--- config.mk ---
export PLATFORM = sky130hd
export DESIGN_NAME = rom_arbiter
export DESIGN_NICKNAME = d
export VERILOG_FILES = /design/src/rtl/rom_arbiter_pkg.sv /design/src/rtl/rom_rr_arbiter.sv /design/src/rtl/rom_arbiter.sv
export SDC_FILE = /design/constraint.sdc
export NUM_CORES = 1
export LEC_CHECK = 0
export CORE_MARGIN = 2
export CORE_UTILIZATION = 35
export DETAILED_ROUTE_END_ITERATION = 8
export PLACE_DENSITY = 0.65
export SYNTH_ARGS = -nofsm -noshare
export SYNTH_HDL_FRONTEND = slang
export SYNTH_SLANG_ARGS = --single-unit
--- constraint.sdc ---
create_clock -name clk -period 3.7 [get_ports clk]
set_input_delay 0.74 -clock clk [delete_from_list [all_inputs] [get_ports clk]]
set_output_delay 0.74 -clock clk [all_outputs]
set_load 0.005 [all_outputs]
--- src/rtl/rom_arbiter_pkg.sv ---
// Shared defaults and FSM encoding for the two-requester ROM burst arbiter.
package rom_arbiter_pkg;

    localparam int ADDR_W_DEF = 9;
    localparam int DATA_W_DEF = 8;
    localparam int LEN_W_DEF  = 4;

    typedef enum logic [1:0] {
        ST_IDLE  = 2'd0,
        ST_FETCH = 2'd1,
        ST_XFER  = 2'd2
    } state_t;

endpackage

--- src/rtl/rom_rr_arbiter.sv ---
// Two-way round-robin selector: one-hot grant, pointer advances only on update.
module rom_rr_arbiter (
    input  logic       clk,
    input  logic       reset,
    input  logic [1:0] req,
    input  logic       update,
    output logic [1:0] grant
);

    logic last; // 1 when r1 was the most recent winner

    always_comb begin
        // NOTE: grant gets a value on entry, so no path through this block can infer a latch.
        grant = req;
        if (&req) begin
            grant = last ? 2'b01 : 2'b10;
        end
    end

    // Reset value marks r1 as last winner so a tie after reset goes to r0.
    always_ff @(posedge clk) begin
        if (!reset) begin
            last <= 1'b1;
        end else if (update && (|grant)) begin
            last <= grant[1];
        end
    end

endmodule

--- src/rtl/rom_arbiter.sv ---
// Burst read arbiter: two requesters share one synchronous-read ROM, round-robin.
module rom_arbiter
    import rom_arbiter_pkg::*;
#(
    parameter int ADDR_W = ADDR_W_DEF,
    parameter int DATA_W = DATA_W_DEF,
    parameter int LEN_W  = LEN_W_DEF
) (
    input  logic              clk,
    input  logic              reset,
    input  logic              r0_req,
    input  logic [ADDR_W-1:0] r0_addr,
    input  logic [LEN_W-1:0]  r0_len,
    input  logic              r1_req,
    input  logic [ADDR_W-1:0] r1_addr,
    input  logic [LEN_W-1:0]  r1_len,
    output logic              r0_gnt,
    output logic              r1_gnt,
    output logic              r0_valid,
    output logic              r1_valid,
    output logic [DATA_W-1:0] r0_data,
    output logic [DATA_W-1:0] r1_data,
    output logic [ADDR_W-1:0] rom_addr,
    output logic              rom_enable_out,
    input  logic [DATA_W-1:0] rom_data
);

    state_t            state;
    logic              owner;
    logic [ADDR_W-1:0] addr_reg;
    logic [LEN_W-1:0]  beats_left;
    logic [1:0]        grant;

    rom_rr_arbiter u_rr (
        .clk    (clk),
        .reset  (reset),
        .req    ({r1_req, r0_req}),
        .update (state == ST_IDLE),
        .grant  (grant)
    );

    assign rom_addr = addr_reg;

    // The ROM registers rom_addr every edge; FETCH lets the first word arrive
    // before XFER opens the output enable and the beats are captured.
    always_ff @(posedge clk) begin
        if (!reset) begin
            // NOTE: state updates use non-blocking assignments so every register sees pre-edge values.
            state          <= ST_IDLE;
            owner          <= 1'b0;
            addr_reg       <= '0;
            beats_left     <= '0;
            r0_gnt         <= 1'b0;
            r1_gnt         <= 1'b0;
            r0_valid       <= 1'b0;
            r1_valid       <= 1'b0;
            r0_data        <= '0;
            r1_data        <= '0;
            rom_enable_out <= 1'b0;
        end else begin
            r0_gnt   <= 1'b0;
            r1_gnt   <= 1'b0;
            r0_valid <= 1'b0;
            r1_valid <= 1'b0;
            unique case (state)
                ST_IDLE: begin
                    if (|grant) begin
                        owner      <= grant[1];
                        addr_reg   <= grant[1] ? r1_addr : r0_addr;
                        beats_left <= grant[1] ? r1_len : r0_len;
                        r0_gnt     <= grant[0];
                        r1_gnt     <= grant[1];
                        state      <= ST_FETCH;
                    end
                end
                ST_FETCH: begin
                    addr_reg       <= addr_reg + 1'b1;
                    rom_enable_out <= 1'b1;
                    state          <= ST_XFER;
                end
                ST_XFER: begin
                    if (owner) begin
                        r1_data  <= rom_data;
                        r1_valid <= 1'b1;
                    end else begin
                        r0_data  <= rom_data;
                        r0_valid <= 1'b1;
                    end
                    addr_reg <= addr_reg + 1'b1;
                    if (beats_left == '0) begin
                        rom_enable_out <= 1'b0;
                        state          <= ST_IDLE;
                    end else begin
                        beats_left <= beats_left - 1'b1;
                    end
                end
                default: begin
                    rom_enable_out <= 1'b0;
                    state          <= ST_IDLE;
                end
            endcase
        end
    end

endmodule

* Word level (Yosys, flattened, before mapping)
Index checks and enable logic that the tools add are counted.
** Storage, ports and cells
- Register bits after elaboration :: 38
- Bits in writable memories :: 0
- Memories :: 0
- Bits in latches :: 0
- Bits of input ports :: 38
- Output and inout port bits :: 30
- ROM bits :: 0
** Operators by class
- Magnitude comparators :: 0
- Add/sub/neg operators :: 2
- Multiply operators :: 0
- Mux-type cells :: 16
- Shift operators :: 0
- Div/mod/pow operators :: 0
- Bitwise gates (word level) :: 2
- Reduce and logical (&&, ||, !) cells :: 17
- Eq/ne operators :: 5
** Operators by type and width (count)
- $mux 9 :: 2
- $pmux 9 s2 :: 1
- $reduce_and 2->1 :: 8
- $mux 4 :: 3
- $add 9x1->9 const B :: 1
- $mux 2 :: 4
- $pmux 4 s2 :: 1
- $ne 2x2->1 const B :: 3
- $pmux 2 s3 :: 1
- $reduce_and 3->1 :: 2
- $logic_not 4->1 :: 1
- $reduce_bool 2->1 :: 2
- $reduce_or 2->1 :: 2
- $sub 4x1->4 const B :: 1
- $mux 1 :: 3
- $pmux 1 s3 :: 1
- $eq 2x1->1 const B :: 1
- $eq 2x2->1 const B :: 1
- $logic_not 2->1 :: 1
- $not 1->1 :: 2
- $logic_and 1x1->1 :: 1

* Logic depth before layout (Yosys ltp)
- Depth in word-level cells :: 5
- Depth in mapped cells :: 7
- Mapped depth without buffers :: 6

* By module
From an unflattened synthesis, not the netlist that was laid out.
** Unflattened totals
- Cells, all modules :: 243
- Area, all modules :: 1933.1 um2
** By module, submodules not included
- rom_arbiter :: area an instance 1874.3 um2, cells each 236, times used 1
- rom_rr_arbiter :: area an instance 58.8 um2, cells each 7, times used 1

* Worst setup path before layout
No wires, ideal clock.
- Kind :: input-to-reg
- From :: input r0_req
- To :: register beats_left[1]
- Required time :: 3572 ps
- Slack :: 1793 ps
- Arrival time :: 1779 ps
- Cell stages on the path :: 6
- Path buffers :: 2
- Cells stage by stage :: buf_4 > a21bo_4 > buf_8 > mux2_4 > o2111ai_1 > o31ai_1
** Between the ends
- Word-level cells in the longest chain between the ends :: 5
** RTL lines
- start: declaration :: RTL line rom_arbiter.sv:11 : input logic r0_req,
- $reduce_and 2->1 :: RTL line rom_rr_arbiter.sv:15 : if (&req) begin
- $mux 2 (*) :: RTL line rom_rr_arbiter.sv:15
- $mux 4 / $reduce_or 2->1 (equally long branches) :: RTL line rom_arbiter.sv:70, rom_arbiter.sv:67
- $mux 4 / $ne 2x2->1 (equally long branches)
- $pmux 4 s2 / $reduce_and 3->1 (equally long branches)
- end signal: assignment :: RTL line rom_arbiter.sv:70 : beats_left <= grant[1] ? r1_len : r0_len;
- end signal: assignment :: RTL line rom_arbiter.sv:94 : beats_left <= beats_left - 1'b1;
- end: declaration :: RTL line rom_arbiter.sv:31 : logic [LEN_W-1:0] beats_left;
Every way passes the cells marked *; elsewhere a longest branch is shown, timed or not. The select of a mux whose other input is x is not followed.
A chain may end at the register's enable or synchronous reset.

* Worst setup path in the final report
- From :: input r1_req
- To :: register beats_left[2]
** Between the ends
- Word-level cells in the longest chain between the ends :: 5
** RTL lines
- start: declaration :: RTL line rom_arbiter.sv:14 : input logic r1_req,
- $reduce_and 2->1 :: RTL line rom_rr_arbiter.sv:15
- $mux 2 (*) :: RTL line rom_rr_arbiter.sv:15
- $mux 4 / $reduce_or 2->1 (equally long branches) :: RTL line rom_arbiter.sv:70, rom_arbiter.sv:67
- $mux 4 / $ne 2x2->1 (equally long branches)
- $pmux 4 s2 / $reduce_and 3->1 (equally long branches)
Marked as above.

==> metrics.yaml <==
dr_total_vias: 1872
gr-usage-all-layers_pct: 17.3
root_buffer: "clkbuf_8"
hold_start: "r0_data[0]$_SDFFE_PN0P_"
ant_nets: 0
cp.required_ns: 3.94
finalSetupTns_ns: 0
critPathKind: "in2reg"
core_um2: 5410
nets: 340
fin_crit_ns: 2.35
cts_setup_buffers: 0
drv_slew: 0
syn_inst: 233
synth_ff_type: "dfxtp_1"
hold_end: "r0_data[0]$_SDFFE_PN0P_"
critical_path.top_delay_family: "compound AO/OA/AOI/OAI gates"
ir_drop_uv: 301
crit_start: "r1_req"
final-hold-violation-count: 0
ff2ff_path_depth: 6
pin_count: 68
dr.pass1.iters: 5
yosys_register_bits: 38
grt_max_degree: 22
min_path_type: "reg2reg"
wl_per_cell_um: 14.2
async_flop_share_pct: 0
syn-mean-instance-area_um2: 8.30
clk_latency_ns: 0.29
rsz0062_at_grt: "false"
drive_above_1_share_pct: 7.07
initial_utilization_pct: 35.8
clkSinkCount: 38
ys_warn_count: 0
clk_pin_slew_worst_paths_ns: 0.08
gp_congestion: 0.854
setup_violations: 0
grt_pass1_wl_um: 8350
die_h_um: 78.3
ctsHtreeMaxLevel: 2
timing.hold.ws_ns: 0.455
die_area_um2: 6140
arrival_ns: 2.60
crit_path_start_kind: "primary input"
initialDrtViolationCount: 138
grt_pass1_vias: 1713
syn_to_final_growth_pct: 41.5
yosysTopAreaCellShare_pct: 39.3
slowest_delay_ns: 0.59
cts_resized: 0
synth_edf_count: 0
crit_chain: "clkdlybuf4s50_1 > a21boi_2 > nand2_1 > a2111oi_0 > a311o_1"
totalWireLength_um: 5240
place_hpwl_um: 3860
postCtsHoldBufs: 0
timing.rr.start: "state[1]$_SDFFE_PN0P_"
dp.cells: 361
via_per_inst: 5.07
tightest_slew_ns: 0.562
final_cells: 369
fin_crit_sh_pct: 63.6
synth_cell_types: 51
final_cell_area_um2: 2740
crit_slowest_cell: "clkdlybuf4s50_1"
yosys-top-cells-area: "dfxtp_1, nand2_1, a21oi_1, mux2i_1, ha_1"
gr-total-overflow: 0
seq_area_frac_synth_pct: 39.3
synth_nets: 277
cp-end-kind: "flip-flop"
post-synth-top-count-cell: "nand2_1"
regToRegSetupSlack_ns: 1.49
synth_largest_area_cell: "dfxtp_1"
relSlewSlack_pct: 62.4
drv_cap: 0
max_freq_ghz: 0.425
diodes: 0
portBuffers: 67
cts_max_path_buffers: 2
die_x_um: 78.3
numCtsBuffers: 5
path_buf_inv: 1
drc: 0
num_rows: 27
antenna_found_initial: 0
final.fill_count: 542
outcome: "completed"
hold_depth: 2
syn_area_um2: 1930
worstPathMaxFanout: 8
cts_tree: "built"
clock_skew_ns: 0.00810
power.leakage_nw: 1.02
r2r-end: "rom_addr[8]$_SDFFE_PN0P_"
synthTopCellsByCount: "nand2_1, dfxtp_1, a21oi_1"
p_per_area_nw_per_um2: 485
dpl-instance-area_um2: 2640
## worst min-delay path, cell delays in order, from the launching register on
cell	delay (ns)
dfxtp_1	0.31
nand2_1	0.05
a21oi_1	0.05
## cells by family after synthesis
group           after synthesis  share of synthesized area [%]
compound gates               57                           19.5
fa+ha+maj                     6                           3.88
flops                        38                           39.3
mux                          13                           7.37
xor+xnor                      3                           1.36
simple gates                 97                           23.9
buf+inv                      19                           4.66
## worst max path at each step
| stage | end | cells after the start | slack, ns |
|---|---|---|---|
| after global routing | beats_left[2]$_SDFFE_PN0P_ | 5 | 1.27 |
| final | beats_left[2]$_SDFFE_PN0P_ | 5 | 1.35 |
| after floorplan | beats_left[1]$_SDFFE_PN0P_ | 6 | 1.79 |
| after detailed placement | beats_left[2]$_SDFFE_PN0P_ | 5 | 1.09 |
| after CTS | beats_left[2]$_SDFFE_PN0P_ | 5 | 1.39 |
| after global placement | beats_left[2]$_SDFFE_PN0P_ | 5 | 1.07 |
## placed cells by master, fill, tap and decap left out, types with 3 or more instances in the layout
| master | n |
|---|---|
| nand2_1 | 46 |
| dfxtp_1 | 38 |
| mux2i_1 | 9 |
| o21ai_0 | 7 |
| a22o_1 | 3 |
| nand4_1 | 3 |
| clkdlybuf4s50_1 | 67 |
| nor3_1 | 3 |
| a21oi_1 | 24 |
| inv_1 | 6 |
| o22ai_1 | 4 |
| ha_1 | 6 |
| nor2_1 | 14 |
| nand3_1 | 12 |
| clkbuf_8 | 6 |
| nand2b_1 | 4 |
## flip-flops by register name (all words and copies together) (netlist names)
signal and cells:
r1_valid 1, r0_data 8, r1_gnt 1, r0_valid 1, beats_left 4, owner 1, r0_gnt 1, rom_addr 9
u_rr.last 1, state 2, rom_enable_out 1, r1_data 8
## cell type report
cell class	instances	area, um^2	area share (%)
Clock inverter	2	12.5	0.457
Multi-Input combinational cell	176	1080	39.6
Inverter	6	22.5	0.823
Clock buffer	6	82.6	3.02
Tap cell	72	90.1	3.29
Sequential cell	38	761	27.8
Timing Repair Buffer	69	686	25.0
## report_power, final
part,leakage (nW),total [mW],internal [mW],switching [mW]
Combinational,0.661,0.484,0.252,0.232
Clock,0.0472,0.299,0.150,0.149
Sequential,0.310,0.545,0.471,0.0733
## through the flow
stage	setup slack (ns)	util, %	power, mW
floorplan	1.79	-	0.835
global route	1.27	50.6	1.41
finish	1.35	50.6	1.33
global placement	1.07	48.9	1.03
CTS	1.39	50.6	1.34
detailed placement	1.09	48.9	1.03
## per-layer routing
| metal | GRT usage, % | vias to the layer above | part of all wire (%) |
|---|---|---|---|
| li1 | - | 953 | - |
| met1 | 24.2 | 863 | 47 |
| met2 | 26.7 | 50 | 47 |
| met3 | 4.02 | 6 | 4.9 |
| met4 | 4.74 | 0 | 1.2 |
| met5 | 0 | - | 0 |
(Power assumes the default switching activity.)
